--- src/rtl/vga_port_arbiter.sv ---
// Two-requester arbiter sharing the vga controller's single register/framebuffer port.
// Round-robin with bounded lock; one transaction in flight, responses routed back to the owner.
module vga_port_arbiter #(
  parameter int ADDR_WIDTH = 17,
  parameter int DATA_WIDTH = 32,
  parameter int MAX_BURST  = 640,
  parameter int TIMEOUT    = 255
) (
  input  logic                  clk_i,
  input  logic                  rst_n_i,
  input  logic                  m0_write_i,
  input  logic [ADDR_WIDTH-1:0] m0_write_address_i,
  input  logic [DATA_WIDTH-1:0] m0_write_data_i,
  input  logic                  m0_read_i,
  input  logic [ADDR_WIDTH-1:0] m0_read_address_i,
  input  logic                  m0_lock_i,
  input  logic                  m1_write_i,
  input  logic [ADDR_WIDTH-1:0] m1_write_address_i,
  input  logic [DATA_WIDTH-1:0] m1_write_data_i,
  input  logic                  m1_read_i,
  input  logic [ADDR_WIDTH-1:0] m1_read_address_i,
  input  logic                  m1_lock_i,
  output logic                  m0_write_done_o,
  output logic                  m0_write_error_o,
  output logic                  m0_read_done_o,
  output logic                  m0_read_error_o,
  output logic [DATA_WIDTH-1:0] m0_read_data_o,
  output logic                  m0_grant_o,
  output logic                  m1_write_done_o,
  output logic                  m1_write_error_o,
  output logic                  m1_read_done_o,
  output logic                  m1_read_error_o,
  output logic [DATA_WIDTH-1:0] m1_read_data_o,
  output logic                  m1_grant_o,
  output logic                  vga_write_o,
  output logic [ADDR_WIDTH-1:0] vga_write_address_o,
  output logic [DATA_WIDTH-1:0] vga_write_data_o,
  input  logic                  vga_write_done_i,
  input  logic                  vga_write_error_i,
  output logic                  vga_read_o,
  output logic [ADDR_WIDTH-1:0] vga_read_address_o,
  input  logic [DATA_WIDTH-1:0] vga_read_data_i,
  input  logic                  vga_read_done_i,
  input  logic                  vga_read_error_i
);

  localparam int BW = $clog2(MAX_BURST + 1);
  localparam int TW = $clog2(TIMEOUT + 1);

  typedef enum logic [1:0] {IDLE, ISSUE, WAIT, RESPOND} state_t;

  state_t                state, state_nxt;
  logic                  owner, owner_nxt;
  logic                  is_wr, is_wr_nxt;
  logic [BW-1:0]         burst, burst_nxt;
  logic [TW-1:0]         tmo, tmo_nxt;
  logic                  rsp_err, rsp_cap;
  logic [1:0]            req_w, req_r, req, lock;
  logic                  hit_done, hit_err, lock_hold;
  logic                  enter_issue, enter_rsp;
  logic [ADDR_WIDTH-1:0] sel_waddr, sel_raddr;
  logic [DATA_WIDTH-1:0] sel_wdata;

  assign req_w = {m1_write_i, m0_write_i};
  assign req_r = {m1_read_i, m0_read_i};
  assign req   = req_w | req_r;
  assign lock  = {m1_lock_i, m0_lock_i};

  // Only the response matching the in-flight transaction type counts.
  assign hit_done = is_wr ? vga_write_done_i  : vga_read_done_i;
  assign hit_err  = is_wr ? vga_write_error_i : vga_read_error_i;

  // owner doubles as "last served"; burst==0 means nobody has been served since reset.
  assign lock_hold = (burst != '0) && lock[owner] && req[owner] && (burst < BW'(MAX_BURST));

  assign sel_waddr = owner_nxt ? m1_write_address_i : m0_write_address_i;
  assign sel_wdata = owner_nxt ? m1_write_data_i    : m0_write_data_i;
  assign sel_raddr = owner_nxt ? m1_read_address_i  : m0_read_address_i;

  always_comb begin
    state_nxt = state;
    owner_nxt = owner;
    is_wr_nxt = is_wr;
    burst_nxt = burst;
    tmo_nxt   = tmo;
    rsp_err   = 1'b0;
    rsp_cap   = 1'b0;
    case (state)
      IDLE: begin
        if (req != 2'b00) begin
          state_nxt = ISSUE;
          if (lock_hold) begin
            burst_nxt = burst + 1'b1;
          end else begin
            owner_nxt = (req == 2'b11) ? ~owner : req[1];
            burst_nxt = BW'(1);
          end
          is_wr_nxt = req_w[owner_nxt];
        end
      end
      ISSUE, WAIT: begin
        if (state == ISSUE) tmo_nxt = '0;
        if (hit_done || hit_err) begin
          state_nxt = RESPOND;
          rsp_err   = hit_err;
          rsp_cap   = !is_wr && !hit_err;
        end else if (state == ISSUE) begin
          state_nxt = WAIT;
        end else begin
          if (tmo != TW'(TIMEOUT)) tmo_nxt = tmo + 1'b1;
          if (tmo >= TW'(TIMEOUT - 1)) begin
            state_nxt = RESPOND;
            rsp_err   = 1'b1;
          end
        end
      end
      default: state_nxt = IDLE;
    endcase
  end

  always_ff @(posedge clk_i or negedge rst_n_i) begin
    if (!rst_n_i) begin
      state <= IDLE;
      owner <= 1'b1;
      is_wr <= 1'b0;
      burst <= '0;
      tmo   <= '0;
    end else begin
      state <= state_nxt;
      owner <= owner_nxt;
      is_wr <= is_wr_nxt;
      burst <= burst_nxt;
      tmo   <= tmo_nxt;
    end
  end

  assign enter_issue = (state == IDLE) && (state_nxt == ISSUE);
  assign enter_rsp   = (state_nxt == RESPOND);

  // Every output is a flop loaded from the next-state decode.
  always_ff @(posedge clk_i or negedge rst_n_i) begin
    if (!rst_n_i) begin
      vga_write_o         <= 1'b0;
      vga_read_o          <= 1'b0;
      vga_write_address_o <= '0;
      vga_write_data_o    <= '0;
      vga_read_address_o  <= '0;
      m0_grant_o          <= 1'b0;
      m1_grant_o          <= 1'b0;
      m0_write_done_o     <= 1'b0;
      m0_write_error_o    <= 1'b0;
      m0_read_done_o      <= 1'b0;
      m0_read_error_o     <= 1'b0;
      m1_write_done_o     <= 1'b0;
      m1_write_error_o    <= 1'b0;
      m1_read_done_o      <= 1'b0;
      m1_read_error_o     <= 1'b0;
      m0_read_data_o      <= '0;
      m1_read_data_o      <= '0;
    end else begin
      vga_write_o <= enter_issue && is_wr_nxt;
      vga_read_o  <= enter_issue && !is_wr_nxt;
      if (enter_issue) begin
        if (is_wr_nxt) begin
          vga_write_address_o <= sel_waddr;
          vga_write_data_o    <= sel_wdata;
        end else begin
          vga_read_address_o  <= sel_raddr;
        end
      end
      m0_grant_o       <= (state_nxt != IDLE) && !owner_nxt;
      m1_grant_o       <= (state_nxt != IDLE) && owner_nxt;
      m0_write_done_o  <= enter_rsp && !owner && is_wr  && !rsp_err;
      m0_write_error_o <= enter_rsp && !owner && is_wr  && rsp_err;
      m0_read_done_o   <= enter_rsp && !owner && !is_wr && !rsp_err;
      m0_read_error_o  <= enter_rsp && !owner && !is_wr && rsp_err;
      m1_write_done_o  <= enter_rsp && owner  && is_wr  && !rsp_err;
      m1_write_error_o <= enter_rsp && owner  && is_wr  && rsp_err;
      m1_read_done_o   <= enter_rsp && owner  && !is_wr && !rsp_err;
      m1_read_error_o  <= enter_rsp && owner  && !is_wr && rsp_err;
      if (enter_rsp && rsp_cap && !owner) m0_read_data_o <= vga_read_data_i;
      if (enter_rsp && rsp_cap && owner)  m1_read_data_o <= vga_read_data_i;
    end
  end

endmodule

--- config.mk ---
export PLATFORM = sky130hd
export DESIGN_NAME = vga_port_arbiter
export DESIGN_NICKNAME = d
export VERILOG_FILES = /design/src/rtl/vga_port_arbiter.sv
export SDC_FILE = /design/constraint.sdc
export NUM_CORES = 1
export LEC_CHECK = 0
export ABC_AREA = 1
export CAP_MARGIN = 5
export CORE_ASPECT_RATIO = 1.1
export CORE_MARGIN = 8
export CORE_UTILIZATION = 38
export CTS_BUF_LIST = sky130_fd_sc_hd__clkbuf_4 sky130_fd_sc_hd__clkbuf_8
export CTS_CLUSTER_DIAMETER = 50
export CTS_CLUSTER_SIZE = 25
export DETAILED_ROUTE_END_ITERATION = 12
export DONT_BUFFER_PORTS = 1
export GPL_ROUTABILITY_DRIVEN = 0
export PLACE_DENSITY_LB_ADDON = 0.3
export SYNTH_ARGS = -nofsm -noshare
export SYNTH_HDL_FRONTEND = slang
export SYNTH_SLANG_ARGS = --single-unit
--- constraint.sdc ---
create_clock -name clk_i -period 3.4 [get_ports clk_i]
set_input_delay 1.02 -clock clk_i [delete_from_list [all_inputs] [get_ports clk_i]]
set_output_delay 1.02 -clock clk_i [all_outputs]
set_load 0.1 [all_outputs]
==> metrics.md, run 1 <==
| Metric | Value |
|---|---|
| Status | finished clean |
| Worst hold-check path type | in -> async |
| Max-Cap Viols | 0 |
| Fmax achieved | just under 0.4 GHz |
| Aggregate global routing overflow | 0 |
| Boundary Pins | roughly 320 |
| Worst Setup End Kind | output port |
| Vias in the first global route | ~6800 |
| Setup Crit Path Kind | reg -> out |
| Crit path launch type | flop |
| Final TNS setup | 0 ns |
| Sequential-to-total area share from yosys stat | 51.9% |
| Final instance area | approximately 0.0085 mm² |
| RSZ-0062 raised after global routing | false |
| Mapped cell area | ~0.0079 mm² |
| Area leader, netlist | dfrtp_1 |
| Die span in y | between 150 and 200 µm |
| Final setup violation count | 0 |
| Crit Reg-Reg Startpoint | burst[0]$_DFFE_PN0P_ |
| Post-synth top cells | 429 x nand2_1, 163 x dfrtp_1, 127 x nand3_1 |
| GRT Total Usage | a little under a fifth |
| Layout cells sized above 1 | under 10% |
| TritonRoute pass-1 iters | 5 |
| Crit path from | vga_write_data_o[8]$_DFFE_PN0P_ |
| Mapped Nets | between 1000 and 1500 |
| Yosys top cell area share | between 50% and 60% |
| CTS Root Buffer Type | clkbuf_8 |
| CP required | about 2.4 ns |
| Number of synthesized flops with an enable pin | 0 |
| Initial antenna violation count | 1 |
| Tightest Pin Transition | about 1.1 ns |
| FILL cells | between 2000 and 2500 |
| Async set-reset flop share out of synthesis | 100% |
| Area post-placement | between 0.008 and 0.009 mm² |
| Starting density of the core | between 30% and 40% |
| P&R area growth vs syn | 7.90% |
| Syn Area/Cell | about 8 µm² |
| Final WL | approximately 24 mm |
| FF-to-FF End | vga_write_data_o[5]$_DFFE_PN0P_ |
| Post-CTS sizing | 0 |
| Clock skew | 0.0257 ns |
| Final period utilization | around 75% |
| Port bufs | 0 |
| Clock H-tree levels | 4 |
| Unique masters post-synth | 31 |
| R2R cell count | 12 |
| Yosys warning total | 0 |
| DR vias | roughly 6600 |
| Final ANT Viol Nets | 0 |
| Post-synth top flop | dfrtp_1 |
| Sink Count | between 150 and 200 |
| Final #Nets | about 1200 |
| CTS tree | done |
| Slew HR | roughly 29% |
| Critical Path AT | approximately 1.5 ns |
| Reg-to-reg slack, setup | slightly below 0.9 ns |
| Largest fanout on the critical path | 2 |
| Average via count per standard cell | around 5.2 |
| Global-route wire length before repair | between 30 and 40 mm |
| HPWL after DPL | around 18 mm |
| Hold buffers post-CTS | 0 |
| Clock transition at path regs | 0.09 ns |
| Pin count of the biggest net entering global routing | roughly 170 |
| Slew Viols, Final | 0 |
| Final Hold Vio Count | 0 |
| DRC Markers | 0 |
| Core Rows | 55 |
| Starting DRT DRC Count | 369 |
| Setup Fix Bufs, Post-CTS | 0 |
| DR WL/cell | about 19 µm |
| Final Critical Period | about 2.5 ns |
| Worst-Skew Late Latency | 0.46 ns |
| Most frequent cell after synthesis | nand2_1 |
| CTS max path bufs | 2 |
| Yosys reg bits | ~160 |
| Synth area leaders | dfrtp_1 52%, nand2_1 20%, nand3_1 8.0% |
| Core outline area | slightly above 0.02 mm² |
| Die Footprint | 0.0257 mm² |
| Gate Count Post-Synth | just over 1000 |
| DIE WIDTH | ~150 µm |
| CTS Buf Count | 17 |
cells in the final DEF, fill, tap and decap left out, drive strengths merged, types with 15 or more instances in the layout:
cell type and instances:
inv 53, o21ai 79, nor3 15, nand3 130, clkbuf 19, dfrtp 163
nand4 22, nor2 33, buf 21, nand2 434
per-stage QoR:
step	setup slack (ns)	hold slack [ns]	std cells	utilization, %
floorplan	0.975	0.455	1016	-
global placement	0.520	0.475	1231	39.5
detailed placement	0.491	0.479	1231	39.5
CTS	0.805	0.197	1263	41.6
global route	0.659	0.210	1264	41.6
finish	0.862	0.267	1264	41.6
area by class of cell:
type	instances	area, µm²	share of cell area, %
Sequential cell	164	4110	48.1
Inverter	47	176	2.07
Clock inverter	13	163	1.91
Clock buffer	19	262	3.06
Antenna cell	1	2.50	0.0293
Tap cell	256	320	3.75
Timing Repair Buffer	21	208	2.43
Multi-Input combinational cell	743	3300	38.6
flip-flops by register name (all words and copies together) (netlist names), 2 cells and up:
register             flops
vga_write_data_o        32
m1_read_data_o          32
burst                   10
vga_write_address_o     17
vga_read_address_o      17
state                    2
tmo                      8
m0_read_data_o          32
routing by layer:
| layer | part of all wire (%) | wire, µm | GRT usage [%] |
|---|---|---|---|
| met2 | 46 | 11000 | 29.2 |
| met1 | 43 | 10200 | 23.1 |
| met5 | 0 | 0 | 0 |
| met4 | 0.86 | 206 | 4.52 |
| met3 | 10 | 2500 | 7.65 |
worst max-delay path by stage:
stage | end | cells after the start
finish | vga_write_data_o[8] | 0
global route | vga_write_data_o[5]$_DFFE_PN0P_ | 12
CTS | vga_write_data_o[8] | 0
detailed placement | vga_write_data_o[5]$_DFFE_PN0P_ | 12
global placement | vga_write_data_o[5]$_DFFE_PN0P_ | 12
floorplan | vga_write_address_o[0]$_DFFE_PN0P_ | 12
cells by family (layout without fill, tap and decap cells):
family | after synthesis | count (layout) | synth area share [%]
and+or+nand+nor | 639 | 639 | 34.1
DFF | 164 | 164 | 51.9
buffers and inverters | 109 | 100 | 6.50
AOI/OAI and AO/OA | 97 | 97 | 6.33
adders and majority gates | 7 | 7 | 1.11
other | 0 | 1 | 0
Power of run 1 is left out: the tool's default activity adds up to more than one toggle a clock period on the data nets, which glitch-free logic cannot reach.
==> run 2: changes to the inputs <==
==> constraint.sdc (replaced) <==
create_clock -name clk_i -period 2.6 [get_ports clk_i]
set_input_delay 0.78 -clock clk_i [delete_from_list [all_inputs] [get_ports clk_i]]
set_output_delay 0.78 -clock clk_i [all_outputs]
set_load 0.1 [all_outputs]
==> metrics.md, run 2 (synthesis gave the netlist of run 1 again) <==
| Metric | Value |
|---|---|
| Max-Cap Viols | 0 (unchanged) |
| Final WL | 24.7 mm (+3.6%) |
| Core Rows | 55 (unchanged) |
| Clock transition at path regs | 0.10 ns (about the same) |
| Worst-Skew Late Latency | 0.45 ns (about the same) |
| Setup Fix Bufs, Post-CTS | 0 (unchanged) |
| Setup Crit Path Kind | reg -> reg |
| Cells after DPL | 1376 (+12%) |
| Fmax achieved | between 0.4 and 0.5 GHz |
| Initial antenna violation count | 0 (-1) |
| Final ANT Viol Nets | 0 (unchanged) |
| HPWL after DPL | 18.4 mm (+4.7%) |
| Layout cells sized above 1 | 18.8% (+12 points) |
| Slew HR | 64.0% (+35 points) |
| Most common cell after layout, fill and taps aside | nand2_1 |
| Leading cell types in the layout, fill and taps excluded | 428 x nand2_1, 163 x dfrtp_1, 158 x buf_4 |
| Average via count per standard cell | 5.07 (-3.2%) |
| Largest fanout on the critical path | 66 (+64) |
| Worst hold-check path type | in -> async |
| TritonRoute pass-1 iters | 6 (+1) |
| P&R area growth vs syn | 22.0% |
| Port bufs | 0 (unchanged) |
| Clock H-tree levels | 4 (unchanged) |
| Largest registers | m0_read_data_o (32), m1_read_data_o (32), vga_write_data_o (32) |
| CTS tree | done |
| Aggregate global routing overflow | 0 (unchanged) |
| Status | finished clean |
| FILL cells | 2037 (-3.2%) |
| DIE WIDTH | 154 µm (unchanged) |
| Non-Filler Instances | 1408 (+11%) |
| Final setup violation count | 0 (unchanged) |
| FF-to-FF End | vga_write_data_o[1]$_DFFE_PN0P_ |
| Boundary Pins | 318 (unchanged) |
| R2R cell count | 12 (unchanged) |
| DR WL/cell | 17.6 µm (-7.0%) |
| Global-route wire length before repair | 38.4 mm (+1.6%) |
| CTS max path bufs | 2 (unchanged) |
| Core outline area | 0.0205 mm² (unchanged) |
| Vias in the first global route | 7089 (+4.5%) |
| Final #Nets | 1322 (+12%) |
| RSZ-0062 raised after global routing | false |
| CP required | 2.99 ns (+0.61 ns) |
| Post-route worst setup slack | 0.249 ns (-0.614 ns) |
| Die Footprint | 0.0257 mm² (unchanged) |
| Worst Setup End Kind | flop |
| Place WS | 0.159 ns (-0.332 ns) |
| Final period utilization | 90.4% |
| Reg-to-reg slack, setup | 0.25 ns (-0.62 ns) |
| Slew Viols, Final | 0 (unchanged) |
| Pin count of the biggest net entering global routing | 165 (unchanged) |
| Critical Path AT | 2.74 ns (+1.22 ns) |
| Starting DRT DRC Count | 319 (-14%) |
| Final Hold Vio Count | 0 (unchanged) |
| Clock skew | 0.0167 ns (-0.00903 ns) |
| Crit path launch type | flop |
| Final Critical Period | 2.35 ns |
| Crit Reg-Reg Startpoint | burst[0]$_DFFE_PN0P_ |
| Diode count | 0 (-1) |
| CTS Buf Count | 17 (unchanged) |
| CTS Root Buffer Type | clkbuf_8 |
| Final TNS setup | 0 ns (unchanged) |
| Die span in y | 167 µm (unchanged) |
| Crit path from | burst[0]$_DFFE_PN0P_ |
| DR vias | 7137 (+7.9%) |
| Starting density of the core | 38.6% (unchanged) |
| GRT Total Usage | 18.6% (+0.15 points) |
| Post-CTS sizing | 0 (unchanged) |
| Tightest Pin Transition | 0.540 ns (-0.530 ns) |
| DRC Markers | 0 (unchanged) |
| Sink Count | 164 (unchanged) |
-- run 2: metrics by stage --
stage	util [%]	cell area [µm²]	hold slack (ns)
2_1_floorplan	-	7910	0.455
3_3_place_gp	45.1	9240	0.456
3_5_place_dp	45.1	9240	0.459
4_1_cts	47.1	9650	-0.0224
5_1_grt	47.1	9650	-0.0351
6_report	47.1	9650	0.0160
-- run 2: routing by layer --
| layer | track usage [%] | wire length (µm) | vias up |
|---|---|---|---|
| met1 | 22.3 | 10500 | 3282 |
| met3 | 8.01 | 2570 | 24 |
| met2 | 30.2 | 11300 | 310 |
| met5 | 0 | 0 | - |
| met4 | 4.95 | 342 | 0 |
| li1 | - | - | 3521 |
-- run 2: layout make-up --
class / count / area [µm²] / area share (%)
multi-input cells: 743 / 3300 / 34.2
clock inverters: 15 / 171 / 1.78
flip-flops and latches: 164 / 4110 / 42.5
well taps: 256 / 320 / 3.32
clock buffers: 17 / 234 / 2.42
repair buffers: 166 / 1350 / 14.0
inverters: 47 / 176 / 1.83
-- run 2: worst max-delay path, cell delays in order, from the launching register on --
cell and delay [ns]:
dfrtp_1 0.41, inv_1 0.10, ha_1 0.18, nor3b_1 0.19, nand3_1 0.21, nand2_2 0.16, nand2_2 0.11, nand2_2 0.12
buf_12 0.24, nand3_1 0.21, nand2_1 0.13, nand3_1 0.08, nand2_1 0.09
-- run 2: worst max path at each step --
stage	end	slack, ns	depth (start not counted)
6_report	vga_write_data_o[1]$_DFFE_PN0P_	0.25	12
4_1_cts	vga_write_data_o[30]$_DFFE_PN0P_	0.27	11
5_1_grt	vga_write_data_o[1]$_DFFE_PN0P_	0.04	12
3_3_place_gp	vga_write_address_o[11]$_DFFE_PN0P_	0.16	10
2_1_floorplan	vga_write_address_o[10]$_DFFE_PN0P_	0.41	12
3_5_place_dp	vga_write_data_o[30]$_DFFE_PN0P_	0.16	10
Power of run 2 is left out for the same reason.
